$ cat src/rtl/circ_link_port_pkg.sv
// Shared definitions for the circulant link port: link bundle field map and TX state encoding.
// Latency: n/a (definitions only).
// Backpressure: n/a (definitions only).
package circ_link_port_pkg;

  // Link bundle field map: [PORT_SIZE-1:2] flit, [1] valid, [0] ready.
  localparam int LINK_FLIT_LSB = 2;
  localparam int LINK_VALID    = 1;
  localparam int LINK_READY    = 0;

  // Flit width carried by a link bundle of the given width.
  function automatic int flit_width(input int port_size);
    return port_size - LINK_FLIT_LSB;
  endfunction

  // TX output register state: empty or holding a flit that is offered on the link.
  typedef enum logic {
    TX_IDLE = 1'b0,
    TX_SEND = 1'b1
  } tx_state_e;

endpackage

$ cat src/rtl/circ_link_port_if.sv
// Core-side handshake bundle of a link port: TX flits into the port, RX flits out of it.
// Latency: n/a (wiring only).
// Backpressure: valid/ready in both directions; transfer when both are high at a clock edge.
interface circ_link_port_if #(
  parameter int FLIT_W = 39 - circ_link_port_pkg::LINK_FLIT_LSB
) ();

  logic [FLIT_W-1:0] tx_flit;
  logic              tx_valid;
  logic              tx_ready;
  logic [FLIT_W-1:0] rx_flit;
  logic              rx_valid;
  logic              rx_ready;

  // Router core side.
  modport master (
    output tx_flit, tx_valid, rx_ready,
    input  tx_ready, rx_flit, rx_valid
  );

  // Link port side.
  modport slave (
    input  tx_flit, tx_valid, rx_ready,
    output tx_ready, rx_flit, rx_valid
  );

endinterface

$ cat src/rtl/circ_link_port_fifo.sv
// Synchronous FIFO used for both directions of the link port.
// Latency: a pushed entry is visible at pop_dat_o the cycle after the push.
// Backpressure: push ignored while full, pop ignored while empty; callers gate on full_o/empty_o.
module circ_link_port_fifo #(
  parameter int WIDTH = 37,
  parameter int DEPTH = 4
) (
  input  logic                   clk,
  input  logic                   rst,
  input  logic                   push_i,
  input  logic [WIDTH-1:0]       push_dat_i,
  input  logic                   pop_i,
  output logic [WIDTH-1:0]       pop_dat_o,
  output logic                   full_o,
  output logic                   empty_o,
  output logic [$clog2(DEPTH):0] count_o
);

  localparam int AW = $clog2(DEPTH);
  localparam int CW = AW + 1;

  logic [WIDTH-1:0] mem_q [DEPTH];
  logic [AW-1:0]    wr_ptr_q;
  logic [AW-1:0]    rd_ptr_q;
  logic [CW-1:0]    count_q;
  logic [CW-1:0]    count_d;
  logic             push_ok;
  logic             pop_ok;

  assign full_o    = (count_q == CW'(DEPTH));
  assign empty_o   = (count_q == '0);
  assign push_ok   = push_i & ~full_o;
  assign pop_ok    = pop_i & ~empty_o;
  assign pop_dat_o = mem_q[rd_ptr_q];
  assign count_o   = count_q;

  // Occupancy follows accepted pushes and pops; both in one cycle leave it unchanged.
  always_comb begin
    count_d = count_q + CW'(push_ok) - CW'(pop_ok);
  end

  // Storage is written only on an accepted push; reads are gated by occupancy so no reset is needed.
  always_ff @(posedge clk) begin
    if (push_ok) begin
      mem_q[wr_ptr_q] <= push_dat_i;
    end
  end

  // Pointers wrap naturally at the power-of-two depth; occupancy is tracked on its own.
  always_ff @(posedge clk) begin
    if (rst) begin
      wr_ptr_q <= '0;
      rd_ptr_q <= '0;
      count_q  <= '0;
    end else begin
      if (push_ok) begin
        wr_ptr_q <= wr_ptr_q + AW'(1);
      end
      if (pop_ok) begin
        rd_ptr_q <= rd_ptr_q + AW'(1);
      end
      count_q <= count_d;
    end
  end

endmodule

$ cat src/rtl/circ_link_port.sv
// Node-side endpoint of one circulant link port: TX FIFO + output register, RX FIFO + ready register.
// Latency: core push -> link valid 2 cycles; link capture -> rx_valid 1 cycle.
// Backpressure: tx_ready drops when the TX FIFO is full; link ready drops unless 2 RX entries stay free.
module circ_link_port
  import circ_link_port_pkg::*;
#(
  parameter int PORT_SIZE = 39,
  parameter int TX_DEPTH  = 4,
  parameter int RX_DEPTH  = 4
) (
  input  logic                      clk,
  input  logic                      rst,
  output logic [PORT_SIZE-1:0]      link_o,
  input  logic [PORT_SIZE-1:0]      link_i,
  circ_link_port_if.slave           core_if,
  output logic [$clog2(TX_DEPTH):0] tx_level_o,
  output logic [$clog2(RX_DEPTH):0] rx_level_o
);

  localparam int FLIT_W = flit_width(PORT_SIZE);
  localparam int RX_CW  = $clog2(RX_DEPTH) + 1;

  // Peer-driven link fields.
  logic [FLIT_W-1:0] peer_flit;
  logic              peer_vld;
  logic              peer_rdy;

  assign peer_flit = link_i[PORT_SIZE-1:LINK_FLIT_LSB];
  assign peer_vld  = link_i[LINK_VALID];
  assign peer_rdy  = link_i[LINK_READY];

  // ---------------- TX path ----------------
  logic              tx_push;
  logic              tx_pop;
  logic              tx_full;
  logic              tx_empty;
  logic [FLIT_W-1:0] tx_head;
  tx_state_e         state_q;
  tx_state_e         state_d;
  logic [FLIT_W-1:0] flit_q;
  logic [FLIT_W-1:0] flit_d;
  logic              link_xfer;

  // Held low during reset so the core cannot push into a FIFO that is being cleared.
  assign core_if.tx_ready = ~rst & ~tx_full;
  assign tx_push          = core_if.tx_valid & core_if.tx_ready;
  assign link_xfer        = (state_q == TX_SEND) & peer_rdy;

  circ_link_port_fifo #(
    .WIDTH (FLIT_W),
    .DEPTH (TX_DEPTH)
  ) u_tx_fifo (
    .clk        (clk),
    .rst        (rst),
    .push_i     (tx_push),
    .push_dat_i (core_if.tx_flit),
    .pop_i      (tx_pop),
    .pop_dat_o  (tx_head),
    .full_o     (tx_full),
    .empty_o    (tx_empty),
    .count_o    (tx_level_o)
  );

  // Output register refills from the FIFO when empty or when its flit crosses the link.
  always_comb begin
    state_d = state_q;
    flit_d  = flit_q;
    tx_pop  = 1'b0;
    case (state_q)
      TX_IDLE: begin
        if (!tx_empty) begin
          tx_pop  = 1'b1;
          flit_d  = tx_head;
          state_d = TX_SEND;
        end
      end
      TX_SEND: begin
        if (link_xfer) begin
          if (!tx_empty) begin
            tx_pop = 1'b1;
            flit_d = tx_head;
          end else begin
            state_d = TX_IDLE;
          end
        end
      end
      default: state_d = TX_IDLE;
    endcase
  end

  // ---------------- RX path ----------------
  logic              rx_push;
  logic              rx_pop;
  logic              rx_full;
  logic              rx_empty;
  logic [RX_CW-1:0]  rx_count;
  logic [RX_CW-1:0]  rx_count_nxt;
  logic              rdy_q;
  logic              rdy_d;

  assign rx_push          = peer_vld & rdy_q;
  assign rx_pop           = core_if.rx_ready & ~rx_empty;
  assign core_if.rx_valid = ~rx_empty;
  assign rx_level_o       = rx_count;

  circ_link_port_fifo #(
    .WIDTH (FLIT_W),
    .DEPTH (RX_DEPTH)
  ) u_rx_fifo (
    .clk        (clk),
    .rst        (rst),
    .push_i     (rx_push),
    .push_dat_i (peer_flit),
    .pop_i      (rx_pop),
    .pop_dat_o  (core_if.rx_flit),
    .full_o     (rx_full),
    .empty_o    (rx_empty),
    .count_o    (rx_count)
  );

  // Ready advertises room for two more flits: one may already be in flight when ready falls.
  always_comb begin
    rx_count_nxt = rx_count + RX_CW'(rx_push) - RX_CW'(rx_pop);
    rdy_d        = (rx_count_nxt <= RX_CW'(RX_DEPTH - 2));
  end

  // All link_o bits come from these registers; nothing from link_i reaches link_o combinationally.
  always_ff @(posedge clk) begin
    if (rst) begin
      state_q <= TX_IDLE;
      flit_q  <= '0;
      rdy_q   <= 1'b0;
    end else begin
      state_q <= state_d;
      flit_q  <= flit_d;
      rdy_q   <= rdy_d;
    end
  end

  assign link_o = {flit_q, (state_q == TX_SEND), rdy_q};

  // A push into a full RX FIFO means the peer ignored our ready: a protocol violation.
  always_ff @(posedge clk) begin
    if (!rst) begin
      assert (!(rx_push && rx_full));
    end
  end

endmodule

$ cat src/flat_wrapper.sv
// flat-port wrapper written by rule: the top's interface ports become plain ports
module circ_link_port_flat import circ_link_port_pkg::*;
#(
  parameter int PORT_SIZE = 39,
  parameter int TX_DEPTH  = 4,
  parameter int RX_DEPTH  = 4
)
  (clk, rst, link_o, link_i, tx_level_o, rx_level_o, core_if_tx_flit, core_if_tx_valid, core_if_rx_ready, core_if_tx_ready, core_if_rx_flit, core_if_rx_valid);
  circ_link_port_if #(.FLIT_W((PORT_SIZE - 2))) core_if_i ();
  input  logic clk;
  input  logic rst;
  output logic [PORT_SIZE-1:0] link_o;
  input  logic [PORT_SIZE-1:0] link_i;
  output logic [$clog2(TX_DEPTH):0] tx_level_o;
  output logic [$clog2(RX_DEPTH):0] rx_level_o;
  input wire logic [$bits(core_if_i.tx_flit)-1:0] core_if_tx_flit;
  input wire logic [$bits(core_if_i.tx_valid)-1:0] core_if_tx_valid;
  input wire logic [$bits(core_if_i.rx_ready)-1:0] core_if_rx_ready;
  output wire logic [$bits(core_if_i.tx_ready)-1:0] core_if_tx_ready;
  output wire logic [$bits(core_if_i.rx_flit)-1:0] core_if_rx_flit;
  output wire logic [$bits(core_if_i.rx_valid)-1:0] core_if_rx_valid;
  assign core_if_i.tx_flit = core_if_tx_flit;
  assign core_if_i.tx_valid = core_if_tx_valid;
  assign core_if_i.rx_ready = core_if_rx_ready;
  assign core_if_tx_ready = core_if_i.tx_ready;
  assign core_if_rx_flit = core_if_i.rx_flit;
  assign core_if_rx_valid = core_if_i.rx_valid;
  circ_link_port #(.PORT_SIZE(PORT_SIZE), .TX_DEPTH(TX_DEPTH), .RX_DEPTH(RX_DEPTH)) u_core (.clk(clk), .rst(rst), .link_o(link_o), .link_i(link_i), .core_if(core_if_i), .tx_level_o(tx_level_o), .rx_level_o(rx_level_o));
endmodule
$ cat config.mk
export PLATFORM = sky130hd
export DESIGN_NAME = circ_link_port_flat
export DESIGN_NICKNAME = d
export VERILOG_FILES = /design/src/rtl/circ_link_port_pkg.sv /design/src/rtl/circ_link_port_if.sv /design/src/rtl/circ_link_port_fifo.sv /design/src/rtl/circ_link_port.sv /design/src/flat_wrapper.sv
export SDC_FILE = /design/constraint.sdc
export NUM_CORES = 1
export LEC_CHECK = 0
export CORE_UTILIZATION = 49
export DETAILED_ROUTE_END_ITERATION = 8
export GPL_TIMING_DRIVEN = 0
export HOLD_SLACK_MARGIN = 0.06
export PLACE_DENSITY_LB_ADDON = 0.25
export SLEW_MARGIN = 20
export SYNTH_ARGS = -nofsm -noshare
export SYNTH_HDL_FRONTEND = slang
export SYNTH_HIERARCHICAL = 1
export SYNTH_SLANG_ARGS = --single-unit
$ cat constraint.sdc
create_clock -name clk -period 3.7 [get_ports clk]
set_clock_uncertainty 0.1 [all_clocks]
set_input_delay 0.74 -clock clk [delete_from_list [all_inputs] [get_ports clk]]
set_output_delay 0.74 -clock clk [all_outputs]
set_load 0.1 [all_outputs]
==> impl_metrics.yaml <==
timing:
  rsz0062_at_grt: "no"
  slew_violations: 0
  finalSetupViolCount: 0
  finalCritPeriodShare_pct: 97.3
  slew_headroom_pct: 27.6
  min_period_ps: 3600
  holdWs_ps: 378
  hold_viol_final: 0
  fmax_mhz: 278
  tightestPinTransition_ps: 1080
placed_design:
  dp_hpwl_um: 16600
  place_inst: 1212
  gp_congestion: 0.734
  numPortBuffers: 162
  place_area_sq_mm: 0.0159
power_and_ir_drop:
  max-vdd-ir-drop_v: 0.000546
  total_power_mw: 13.4
  power_per_cell_area_mw_per_mm2: 783
  leakagePower_nw: 5.75
critical_path:
  path_cells: "clkbuf_2, buf_2, mux4_2, clkdlybuf4s50_1"
  crit_family: "buffers and inverters"
  cp.arrival_ps: 2760
  critPathKind: "flop to output pin"
  cp.required_ps: 2860
  cp.depth: 4
  slowest_delay_ps: 1130
  endpoint_kind: "output pin"
  cpMaxStageDelayCell: "clkdlybuf4s50_1"
  cp.buffers_inverters: 3
  start_kind: "flop"
  r2r_cells: 12
  path_max_fanout: 10
cts:
  clockBufferDepth: 3
  cts_made_buffers: 37
  postCtsHoldBufs: 0
  cts-root-buf: "clkbuf_16"
  cts_tree: "built"
  path_clk_slew_ps: 60
  clk_latency_ps: 500
  cts.sinks: 353
  htree_levels: 2
outcome:
  run_status: "complete, no violations"
finish:
  drive_above_1_share_pct: 18.2
  finish.net_count: 976
  synthToLayoutAreaGrowth_pct: 25.6
  stdcell_count: 1280
  utilization_pct: 63.2
  insertedDiodeCount: 0
  fin_area_sq_mm: 0.0171
detailed_routing:
  drt_iter0_drc: 359
  dr.pass1.iters: 5
  drc_errors: 0
  wl_um: 24900
  vias_per_cell: 5.21
  vias: 6665
  post_drt_wl_per_cell_um: 19.5
  final_antenna_net_count: 0
floorplanning:
  num_rows: 60
  design.die.area_sq_mm: 0.0285
  coreArea_sq_mm: 0.0271
  die_w_um: 169
  start_util_pct: 50.3
  io_pins: 164
  die_h_um: 169
hold_path:
  hold_path.class: "flop to flop"
  min_path_cells: 2
synthesis:
  synth_common_cells: "edfxtp_1 (296), nand2b_1 (78), mux4_2 (60), dfxtp_1 (57), mux2i_1 (39)"
  synth-xor-area-share_pct: 0.514
  syn_nets: 767
  syn_avg_cell_area_sq_um: 20.3
  syn_inst: 670
  synthArstFlopShare_pct: 0
  seq_area_frac_synth_pct: 73.6
  synth-simple-area-share_pct: 5.41
  synth_area_leaders: "edfxtp_1 (65%), mux4_2 (9.9%), dfxtp_1 (8.4%)"
  synth.largest_area_cell: "edfxtp_1"
  synth_compound_area_share_pct: 0.514
  synth.top_cell.area_share_pct: 65.3
  synth_enable_flop_cells: 296
  yosysMostFrequentCell: "edfxtp_1"
  muxShareOfSynthArea_pct: 15.5
  synth-seq-cells: 353
  netlist_area_sq_mm: 0.0136
  synthAdderAreaFrac_pct: 1.73
  synth_flop_cell: "edfxtp_1"
  synth_top_family_by_area: "multiplexers"
  yosysWarningCount: 6
  synth_cell_type_count: 31
global_routing:
  grt_pass1_wl_um: 38800
  grt_pass1_vias: 7124
  globalRoute.totalOverflow: 0
  antenna_found_initial: 2
  track_usage_pct: 17.9
  grt_max_degree: 26
flow_run:
  cap_violations: 0
## cell usage in the layout (no fill, tap or decap), types with 4 or more instances in the layout
cell,n
nor2_1,6
and2_2,8
mux4_1,14
o21ai_0,4
clkbuf_1,17
nand2b_1,78
clkinv_1,7
dlymetal6s2s_1,8
edfxtp_1,296
nor2b_1,6
clkdlybuf4s50_1,151
mux2i_1,39
buf_12,13
inv_1,20
clkbuf_16,39
dfxtp_1,55
clkinv_2,6
ha_1,14
xnor2_1,6
mux4_2,60
buf_2,7
a21oi_1,5
or3_1,4
## routing by layer
metal / global-route usage, % / wire, um / part of all wire (%)
met4: 4.74 / 419 / 1.7
met3: 3.69 / 1520 / 6.1
met2: 32.2 / 13000 / 52
met5: 0 / 22 / 0.088
met1: 22.0 / 9970 / 40
## logic make-up after synthesis
family                   Yosys count
AND/OR/NAND/NOR                  116
XOR/XNOR                           8
flip-flops                       353
buffers and inverters             52
multiplexers                     113
adder cells (fa/ha/maj)           17
AO/OA/AOI/OAI                     11
## tightest hold or removal path, cell delays in order, from the launching register on
cell and delay (ps):
dfxtp_1 310, nand2b_1 70, mux2i_1 60
## where the power goes
part           switching [mW]  total [mW]  internal (mW)
registers               0.215        4.96           4.74
clock network            1.41        3.54           2.13
logic                    3.35        4.91           1.56
total                    4.98        13.4           8.43
## worst paths after layout
check / start / end / slack (ps)
setup / recovery: flop / core_if_rx_flit[16] / 100
hold / removal: u_core/flit_q[20] / u_core/flit_q[20] / 380
setup reg to reg: u_core/u_tx_fifo/count_o[1] / u_core/u_tx_fifo/count_o[2] / 900
hold reg to reg: u_core/flit_q[20] / u_core/flit_q[20] / 380
## final cells by class
type	count	area, sq um
flip-flops and latches	353	10000
clock buffers	50	1050
clock inverters	18	140
plain buffers	32	295
fillers	1886	9990
well taps	372	465
multi-input cells	265	3240
repair buffers	170	1820
inverters	20	75.1
## sequential cells by signal (all words and copies together) (netlist names), named ones only
name and flops:
u_core/u_tx_fifo/mem_q 148, u_core/u_rx_fifo/wr_ptr_q 2, u_core/u_tx_fifo/rd_ptr_q 2, u_core/u_rx_fifo/count_o 3, u_core/u_rx_fifo/mem_q 148, u_core/u_tx_fifo/wr_ptr_q 2, u_core/flit_q 37, u_core/u_rx_fifo/rd_ptr_q 2
u_core/state_q 1, u_core/u_tx_fifo/count_o 3, u_core/rdy_q 1
## per-stage QoR
stage / worst slack (ps) / TNS [ps]
finish: 100 / 0
detailed placement: 285 / 0
global route: 1.59 / 0
CTS: 4.98 / 0
floorplan: 186 / 0
global placement: -41.0 / -2520
## timing repair
item,in CTS,in global routing
gates resized for setup,3,8
endpoints found under the setup margin,3,8
setup buffers,0,0
(Power assumes the default switching activity.)
